### config.mk
export PLATFORM = sky130hd
export DESIGN_NAME = case_conv_stream
export DESIGN_NICKNAME = d
export VERILOG_FILES = /design/src/rtl/case_conv_pkg.sv /design/src/rtl/case_conv_lane.sv /design/src/rtl/case_conv_stream.sv
export SDC_FILE = /design/constraint.sdc
export NUM_CORES = 1
export LEC_CHECK = 0
export CAP_MARGIN = 25
export CORE_MARGIN = 4
export CORE_UTILIZATION = 52
export CTS_CLUSTER_DIAMETER = 100
export DETAILED_ROUTE_END_ITERATION = 8
export PLACE_DENSITY_LB_ADDON = 0.08
export SYNTH_ARGS = -nofsm -noshare
export SYNTH_HDL_FRONTEND = slang
export SYNTH_HIERARCHICAL = 1
export SYNTH_SLANG_ARGS = --single-unit
### constraint.sdc
create_clock -name clk -period 4.5 [get_ports clk]
set_input_delay 0.9 -clock clk [delete_from_list [all_inputs] [get_ports clk]]
set_output_delay 0.9 -clock clk [all_outputs]
set_load 0.005 [all_outputs]
### src/rtl/case_conv_pkg.sv
// Shared encodings for the case-conversion stream: mode values, ASCII
// letter-range constants and the skid-buffer state type.
package case_conv_pkg;

  typedef enum logic [1:0] {
    MODE_PASS   = 2'b00,
    MODE_UPPER  = 2'b01,
    MODE_LOWER  = 2'b10,
    MODE_TOGGLE = 2'b11
  } conv_mode_e;

  localparam logic [7:0] UC_FIRST   = 8'h41;
  localparam logic [7:0] UC_LAST    = 8'h5A;
  localparam logic [7:0] LC_FIRST   = 8'h61;
  localparam logic [7:0] LC_LAST    = 8'h7A;
  localparam logic [7:0] CASE_DELTA = 8'h20;

  typedef enum logic [1:0] {
    SKID_EMPTY = 2'b00,
    SKID_ONE   = 2'b01,
    SKID_FULL  = 2'b10
  } skid_state_e;

  // Number of set bits in a lane mask of up to 16 lanes.
  function automatic logic [4:0] popcount16(input logic [15:0] v);
    logic [4:0] n;
    n = '0;
    for (int unsigned i = 0; i < 16; i++) begin
      n = n + {4'b0000, v[i]};
    end
    return n;
  endfunction

endpackage

### src/rtl/case_conv_lane.sv
// Combinational single-character case converter; a disabled lane or a
// byte outside the letter ranges always passes through untouched.
module case_conv_lane
  import case_conv_pkg::*;
(
  input  logic [7:0] i_byte,
  input  logic [1:0] i_mode,
  input  logic       i_keep,
  output logic [7:0] o_byte,
  output logic       o_changed
);

  logic w_is_upper;
  logic w_is_lower;

  always_comb begin
    w_is_upper = (i_byte >= UC_FIRST) && (i_byte <= UC_LAST);
    w_is_lower = (i_byte >= LC_FIRST) && (i_byte <= LC_LAST);
    o_byte     = i_byte;
    if (i_keep) begin
      case (conv_mode_e'(i_mode))
        MODE_UPPER:  if (w_is_lower) o_byte = i_byte - CASE_DELTA;
        MODE_LOWER:  if (w_is_upper) o_byte = i_byte + CASE_DELTA;
        MODE_TOGGLE: begin
          if (w_is_lower)      o_byte = i_byte - CASE_DELTA;
          else if (w_is_upper) o_byte = i_byte + CASE_DELTA;
        end
        default: ;
      endcase
    end
    o_changed = (o_byte != i_byte);
  end

endmodule

### src/rtl/case_conv_stream.sv
// Streaming ASCII case converter: per-lane conversion at the input, a
// 2-entry skid buffer with registered in_ready, and a saturating counter.
module case_conv_stream
  import case_conv_pkg::*;
#(
  parameter int unsigned LANES = 4,
  parameter int unsigned CNT_W = 16
) (
  input  logic                 clk,
  input  logic                 rst_n,
  input  logic [1:0]           mode,
  input  logic                 in_valid,
  output logic                 in_ready,
  input  logic [8*LANES-1:0]   in_data,
  input  logic [LANES-1:0]     in_keep,
  output logic                 out_valid,
  input  logic                 out_ready,
  output logic [8*LANES-1:0]   out_data,
  output logic [LANES-1:0]     out_keep,
  input  logic                 clr_cnt,
  output logic [CNT_W-1:0]     conv_cnt
);

  localparam int unsigned SUM_W = CNT_W + 5;
  localparam logic [CNT_W-1:0] CNT_MAX = '1;

  skid_state_e r_state;
  skid_state_e w_state_nxt;
  logic        r_in_ready;

  logic [8*LANES-1:0] r_head_data;
  logic [LANES-1:0]   r_head_keep;
  logic [8*LANES-1:0] r_skid_data;
  logic [LANES-1:0]   r_skid_keep;
  logic [CNT_W-1:0]   r_cnt;

  logic [8*LANES-1:0] w_conv_data;
  logic [LANES-1:0]   w_changed;
  logic [15:0]        w_chg_ext;
  logic [4:0]         w_inc;
  logic [SUM_W-1:0]   w_sum;

  logic w_accept;
  logic w_drain;
  logic w_load_head_in;
  logic w_load_head_skid;
  logic w_load_skid;

  // Conversion happens on the way in, so a buffered beat already carries the
  // mode that was live when it was accepted.
  for (genvar gi = 0; gi < LANES; gi++) begin : g_lane
    case_conv_lane u_lane (
      .i_byte    (in_data[8*gi +: 8]),
      .i_mode    (mode),
      .i_keep    (in_keep[gi]),
      .o_byte    (w_conv_data[8*gi +: 8]),
      .o_changed (w_changed[gi])
    );
  end

  assign w_chg_ext = 16'(w_changed);
  assign w_inc     = popcount16(w_chg_ext);
  assign w_sum     = SUM_W'(r_cnt) + SUM_W'(w_inc);

  always_comb begin
    w_accept         = in_valid && r_in_ready;
    w_drain          = (r_state != SKID_EMPTY) && out_ready;
    w_state_nxt      = r_state;
    w_load_head_in   = 1'b0;
    w_load_head_skid = 1'b0;
    w_load_skid      = 1'b0;
    case (r_state)
      SKID_EMPTY: begin
        if (w_accept) begin
          w_state_nxt    = SKID_ONE;
          w_load_head_in = 1'b1;
        end
      end
      SKID_ONE: begin
        case ({w_accept, w_drain})
          2'b10: begin
            w_state_nxt = SKID_FULL;
            w_load_skid = 1'b1;
          end
          2'b01: w_state_nxt = SKID_EMPTY;
          2'b11: w_load_head_in = 1'b1;
          default: ;
        endcase
      end
      SKID_FULL: begin
        if (w_drain) begin
          w_state_nxt      = SKID_ONE;
          w_load_head_skid = 1'b1;
        end
      end
      default: w_state_nxt = SKID_EMPTY;
    endcase
  end

  // in_ready is a flop fed from the next state, keeping out_ready off the
  // upstream ready path.
  always_ff @(posedge clk) begin
    if (!rst_n) begin
      r_state    <= SKID_EMPTY;
      r_in_ready <= 1'b0;
    end else begin
      r_state    <= w_state_nxt;
      r_in_ready <= (w_state_nxt != SKID_FULL);
    end
  end

  always_ff @(posedge clk) begin
    if (!rst_n) begin
      r_head_data <= '0;
      r_head_keep <= '0;
      r_skid_data <= '0;
      r_skid_keep <= '0;
    end else begin
      if (w_load_head_in) begin
        r_head_data <= w_conv_data;
        r_head_keep <= in_keep;
      end else if (w_load_head_skid) begin
        r_head_data <= r_skid_data;
        r_head_keep <= r_skid_keep;
      end
      if (w_load_skid) begin
        r_skid_data <= w_conv_data;
        r_skid_keep <= in_keep;
      end
    end
  end

  always_ff @(posedge clk) begin
    if (!rst_n || clr_cnt) begin
      r_cnt <= '0;
    end else if (w_accept) begin
      r_cnt <= (w_sum > SUM_W'(CNT_MAX)) ? CNT_MAX : w_sum[CNT_W-1:0];
    end
  end

  assign in_ready  = r_in_ready;
  assign out_valid = (r_state != SKID_EMPTY);
  assign out_data  = r_head_data;
  assign out_keep  = r_head_keep;
  assign conv_cnt  = r_cnt;

endmodule

**Word-level counts from Yosys, hierarchy flattened**

Cells that the tools add are included.

- Add/sub/neg operators: 12
- Magnitude comparators: 17
- Equality and inequality tests: 13
- Multiplexer cells: 36
- Reduce and logical (&&, ||, !) cells: 15

Operator list:

| operator | count |
|---|---|
| $mux 8 | 16 |
| $pmux 8 s3 | 4 |
| $ge 8x7->1 const B | 8 |
| $le 8x7->1 const B | 8 |
| $mux 32 | 2 |
| $add 8x6->8 const B | 4 |
| $ne 8x8->1 | 4 |
| $sub 8x6->8 const B | 4 |
| $add 16x4->17 | 1 |
| $gt 17x16->1 const B | 1 |
| $mux 16 | 1 |
| $eq 2x2->1 const B | 5 |
| $logic_and 1x1->1 | 10 |
| $mux 4 | 2 |
| $eq 2x1->1 const B | 3 |
| $mux 1 | 6 |
| $pmux 2 s3 | 1 |
| $add 3x1->4 | 1 |
| $mux 2 | 2 |
| $pmux 2 s2 | 1 |
| $reduce_bool 2->1 | 2 |
| $add 2x1->3 | 1 |
| $add 1x1->2 | 1 |
| $logic_not 2->1 | 1 |
| 4 further kinds | 4 |

- Register bits: 91
- Input bits: 43
- Word-level logic and storage cells: 100

**Depth between registers and ports, before layout**

- Depth in word-level cells: 13
- Depth in mapped cells: 15
- Gate-level depth less buffers: 13

**By module**

Netlist, hierarchy kept.

Modules (own cells, without submodules):

| module | times used | cells an instance | area an instance (um2) |
|---|---|---|---|
| case_conv_stream | 1 | 435 | 3,880.0 |
| case_conv_lane | 4 | 35 | 236.5 |

**Worst setup path before layout**

OpenSTA, ideal clock, no wires.

- Kind: in2reg
- Start: in in_data[3]
- End: reg r_cnt[10] (netlist: conv_cnt[10])
- Library setup time: 0.071 ns
- Data arrival time: 4.010 ns
- Required time: 4.429 ns
- Slack: 0.420 ns
- Stages: 15
- Path buffers: 2
- Cell sequence: or4_4 > o21ai_4 > nor3_2 > o21a_1 > fa_1 > inv_1 > fa_1 > inv_1 > fa_1 > and4_1 > buf_4 > nand2_1 > or3_4 > buf_6 > a21oi_2

- Longest elaborated chain between the ends: 13
- Elaborated cells between the ends (all ways): 20
- Classes of those cells: 6 x add/sub; 5 x order compare; 1 x eq/ne; 6 x mux; 2 x reduce/logical

Ends and longest elaborated chain:

| what | line | source |
|---|---|---|
| start: declaration | case_conv_stream.sv:14 | `input logic [8*LANES-1:0] in_data,` |
| $ge 8x7->1 or $le 8x7->1 (tied branches) | case_conv_lane.sv:17 | `w_is_upper = (i_byte >= UC_FIRST) && (i_byte <= UC_LAST);` |
| $logic_and 1x1->1 | case_conv_lane.sv:17 |  |
| $mux 8 | case_conv_lane.sv:23, case_conv_lane.sv:26 |  |
| $mux 8 | case_conv_lane.sv:25 | `if (w_is_lower) o_byte = i_byte - CASE_DELTA;` |
| $pmux 8 s3 | case_conv_lane.sv:21 | `case (conv_mode_e'(i_mode))` |
| $mux 8 | case_conv_lane.sv:20 | `if (i_keep) begin` |
| $ne 8x8->1 * | case_conv_lane.sv:31 | `o_changed = (o_byte != i_byte);` |
| named net w_changed[0] | case_conv_stream.sv:38 | `logic [LANES-1:0] w_changed;` |
| $add 1x1->2 * | case_conv_pkg.sv:29 | `n = n + {4'b0000, v[i]};` |
| $add 2x1->3 * | case_conv_pkg.sv:29 |  |
| $add 3x1->4 * | case_conv_pkg.sv:29 |  |
| $add 16x4->17 * | case_conv_stream.sv:63 | `assign w_sum = SUM_W'(r_cnt) + SUM_W'(w_inc);` |
| $gt 17x16->1 | case_conv_stream.sv:137 | `r_cnt <= (w_sum > SUM_W'(CNT_MAX)) ? CNT_MAX : w_sum[CNT_W-1:0];` |
| $mux 16 * | case_conv_stream.sv:137 |  |
| end signal: assignment | case_conv_stream.sv:137 |  |
| end: declaration | case_conv_stream.sv:35 | `logic [CNT_W-1:0] r_cnt;` |

The timed path passes the listed nets; every way through them passes the cells marked *.
A chain may end at the register's enable or synchronous reset.

**Worst setup path after layout**

- Start: in in_data[3]
- End: reg r_cnt[13] (netlist: conv_cnt[13])

The elaborated chain is that of the path after synthesis.

==> impl_summary.txt <==
----------------------------------------------------
[Drt]
  Final antenna-violating net count ... 0
  Initial DRC count ... between 100 and 150
  DRC viols ... 0
  Total length of routed wires ... between 10000 and 15000 um
  Vias ... approximately 4300
  Routed wire per std cell ... 15.20 um
  Number of optimization iterations in the first detailed-route pass ... 4
  Via density ... between 5 and 6

[CTS]
  CTS max path bufs ... 2
  Clock insertion delay at the later pin of the skew report ... 0.35 ns
  Clk pin slew, worst setup/hold paths ... about 0.08 ns
  Clock tree root buffer cell ... clkbuf_8
  CTS Hold Buffers Added ... 0
  Buffer count from post-CTS setup fixing ... 0
  Deepest level of the CTS H-tree ... 3
  CTS resizes ... 0
  Num Clock Sinks ... slightly above 90
  CTS tree ... done
  Cts bufs inserted ... 9

[Global routing]
  Total global routing overflow ... 0
  Number of antenna violations at the first check in global routing ... 0
  Global-route total usage across every layer ... 0.2174
  Vias in the first global route ... approximately 4100
  First-pass GRT wire length ... between 20000 and 25000 um
  Maximum number of pins on one net before global-route repair ... between 50 and 60

[Hold path]
  WHS Path Cells ... 2
  Min-delay worst type ... reg -> reg
  Min-Delay Startpoint ... r_skid_data[25]

[Yosys]
  Cell variety after synth ... 44
  Share of async-settable or async-resettable flops after synthesis ... 0
  Sequential-to-total area share from yosys stat ... 0.3775
  Synthesized net count ... 632
  Dominant register cell in the synthesized netlist ... dfxtp_1
  Post-synthesis cell count ... 575
  Count of flip-flops with a built-in enable after synthesis ... 0
  Synthesis warning total ... 6
  Total standard cell area after synthesis ... just under 0.005 mm^2
  Per-instance average area after synthesis ... roughly 8.4 um^2
  Post-synthesis sequential element count ... approximately 90

[Setup path]
  Maximum fanout count along the critical path ... 13
  Startpoint of the worst-slack reg-to-reg timing path ... conv_cnt[0]
  Worst Setup SP ... in_data[3]
  Critical path's largest stage delay ... roughly 0.56 ns
  CP Class ... in -> reg
  Required arrival time at the worst endpoint ... about 4.8 ns
  Data arrival time of the critical path ... between 4 and 5 ns
  Crit path top cell by count ... fa_1
  Critical Path Sink Type ... flop
  Startpoint Class ... input port
  Worst Reg2Reg Path Length in Cells ... 9
  Cell Chain, Critical Path ... clkdlybuf4s50_1 -> or4_4 -> o21ai_4 -> nor3_2 -> o21a_1 -> fa_1 -> inv_1 -> fa_1 -> inv_1 -> fa_1 -> and4_1 -> nand2_1 -> or3_4 -> a31oi_1
  Worst-path cell with the longest stage delay ... or4_4

[Timing]
  Final critical-path share of the clock period ... 0.9346
  Worst slew margin relative to its limit ... 0.4531
  Setup-failing EPs final ... 0
  Slew of the pin with the lowest slew margin ... between 0.8 and 0.9 ns
  Final slew viol count ... 0
  Final critical path time including I/O delays and setup ... roughly 4.2 ns
  Clock Skews ... 0.01809 ns
  Worst path setup slack after routing ... between 0.2 and 0.3 ns
  Setup repair after global routing missed its margin ... no
  Fmax ... 237.8 MHz
  Final total negative setup slack ... 0 ns
  Final Hold Fails ... 0

[Die]
  Die height ... around 100 um
  Number of core rows ... 34
  Count of boundary I/O pins ... 97
  Die Span X ... about 100 um
  Area of the die ... around 0.011 mm^2
  Core outline area ... a little under 0.009 mm^2
  Starting density of the core ... 0.5428

[Power and ir drop]
  Total design power ... between 1500 and 2000 uW
  LEAKAGE ... about 0.0024 uW
  Worst vdd ir ... between 0.1 and 0.15 mV
  Power density cells ... between 200 and 300 mW/mm^2

[Outcome]
  Status ... finished clean

[Placement]
  Dpl cells ... roughly 750
  Final weighted congestion in routability-driven placement ... about 0.9
  Port Buf Inserts ... 96
  HPWL after detailed placement ... around 8300 um
  Setup slack at placement ... -0.08565 ns

[Final layout]
  Number of nets in the finished design ... roughly 710
  Commonest non-fill, non-tap cell in the layout ... clkdlybuf4s50_1
  FILL cells ... between 700 and 800
  Non-filler instance count after layout ... 766
  Share of post-route cells with drive strength above 1 ... 0.1033
  Highest-count cells in the layout ignoring fill and taps ... clkdlybuf4s50_1 (96), nand2_1 (93), dfxtp_1 (91), nor2_1 (55), a21oi_1 (47)
  Core utilization of the finished layout ... 0.6746
  Ant diodes ... 0
  Area overhead of the layout relative to synthesis ... 24.29%

[Job]
  Total of max-cap violations ... 0

----------------------------------------------------
[per-stage QoR]
step                cell area, um^2  hold slack [ns]
floorplan                      4826           0.4357
global placement               5814           0.4411
detailed placement             5814           0.4458
CTS                            5998           0.4579
global route                   5998           0.4711
finish                         5998           0.4553
[cell families after synthesis]
kind of cell,share of synthesized area
multiplexers,0.07882
AND/OR/NAND/NOR,0.2077
adder cells (fa/ha/maj),0.04096
AO/OA/AOI/OAI,0.1994
XOR/XNOR,0.01452
flip-flops,0.3775
buffers and inverters,0.08115
[Yosys cell counts (2+ instances only)]
cell       instances  area share
ha_1              11       0.029
a211oi_1          40       0.062
o2111ai_1          2      0.0036
a31oi_1            4      0.0052
inv_1             20       0.016
a21oi_1           47       0.049
o21a_1             8       0.012
dfxtp_1           91        0.38
a311o_1            4      0.0083
clkbuf_1          19       0.015
and4_1             3      0.0054
nand4_1            2      0.0026
nand3_1            8      0.0083
o211ai_1           4      0.0062
or3_1              2      0.0026
nor2b_1            5      0.0065
a21oi_2           10       0.018
fa_1               3       0.012
o31a_1             5      0.0091
and2_1             3      0.0039
xor2_1             8       0.015
buf_4             26       0.040
nor2_1            55       0.043
nand2_1           93       0.072
buf_2              7      0.0073
nor3_2             4      0.0083
nor3_1            13       0.013
or4_4              4      0.0093
or2_2              2      0.0026
mux2i_1           38       0.079
and3_1             5      0.0065
nand3b_1           7       0.011
o21ai_0            4      0.0041
o21ai_4            4       0.013
nor4_1             5      0.0065
[area by class of cell]
| class | count | area [um^2] | share of cell area |
|---|---|---|---|
| Tap cell | 108 | 135.1 | 0.02253 |
| Inverter | 20 | 75.07 | 0.01252 |
| Multi-Input combinational cell | 410 | 2614 | 0.4358 |
| Sequential cell | 91 | 1822 | 0.3037 |
| Clock buffer | 11 | 131.4 | 0.02190 |
| Timing Repair Buffer | 122 | 1169 | 0.1948 |
| Clock inverter | 4 | 52.55 | 0.008761 |
[power breakdown]
group	internal, uW	total, uW	switching (uW)	leakage [uW]
sequential	837	857	19.5	0.000741
clock	254	530	276	0.0000816
combinational	140	269	129	0.00155
[sequential cells by signal (all words and copies together) (netlist names)]
name and flops:
in_ready 1, r_state 2, out_data 32, r_skid_keep 4, r_skid_data 32, out_keep 4, conv_cnt 16
[per-layer routing]
layer,track usage,share of wire,routed length [um]
met1,0.2892,0.46,5331
met3,0.04283,0.052,603
met5,0,0,0
met4,0.06173,0.012,139
met2,0.3579,0.48,5566
[path summary, 6_finish.rpt]
path	endpoint	slack [ns]
worst max-delay path	conv_cnt[13]	0.29
worst min-delay path	r_skid_data[25]	0.46
worst max register to register	conv_cnt[13]	1.88
worst min register to register	r_skid_data[25]	0.46
[critical path, delay by kind of cell]
kind                       cells  cell delay (ns)
AOI/OAI and AO/OA              3             0.55
buffers and inverters          3             0.55
adders and majority gates      3             1.05
and+or+nand+nor                5             1.40
No activity file was read; power rests on OpenSTA's default activity.
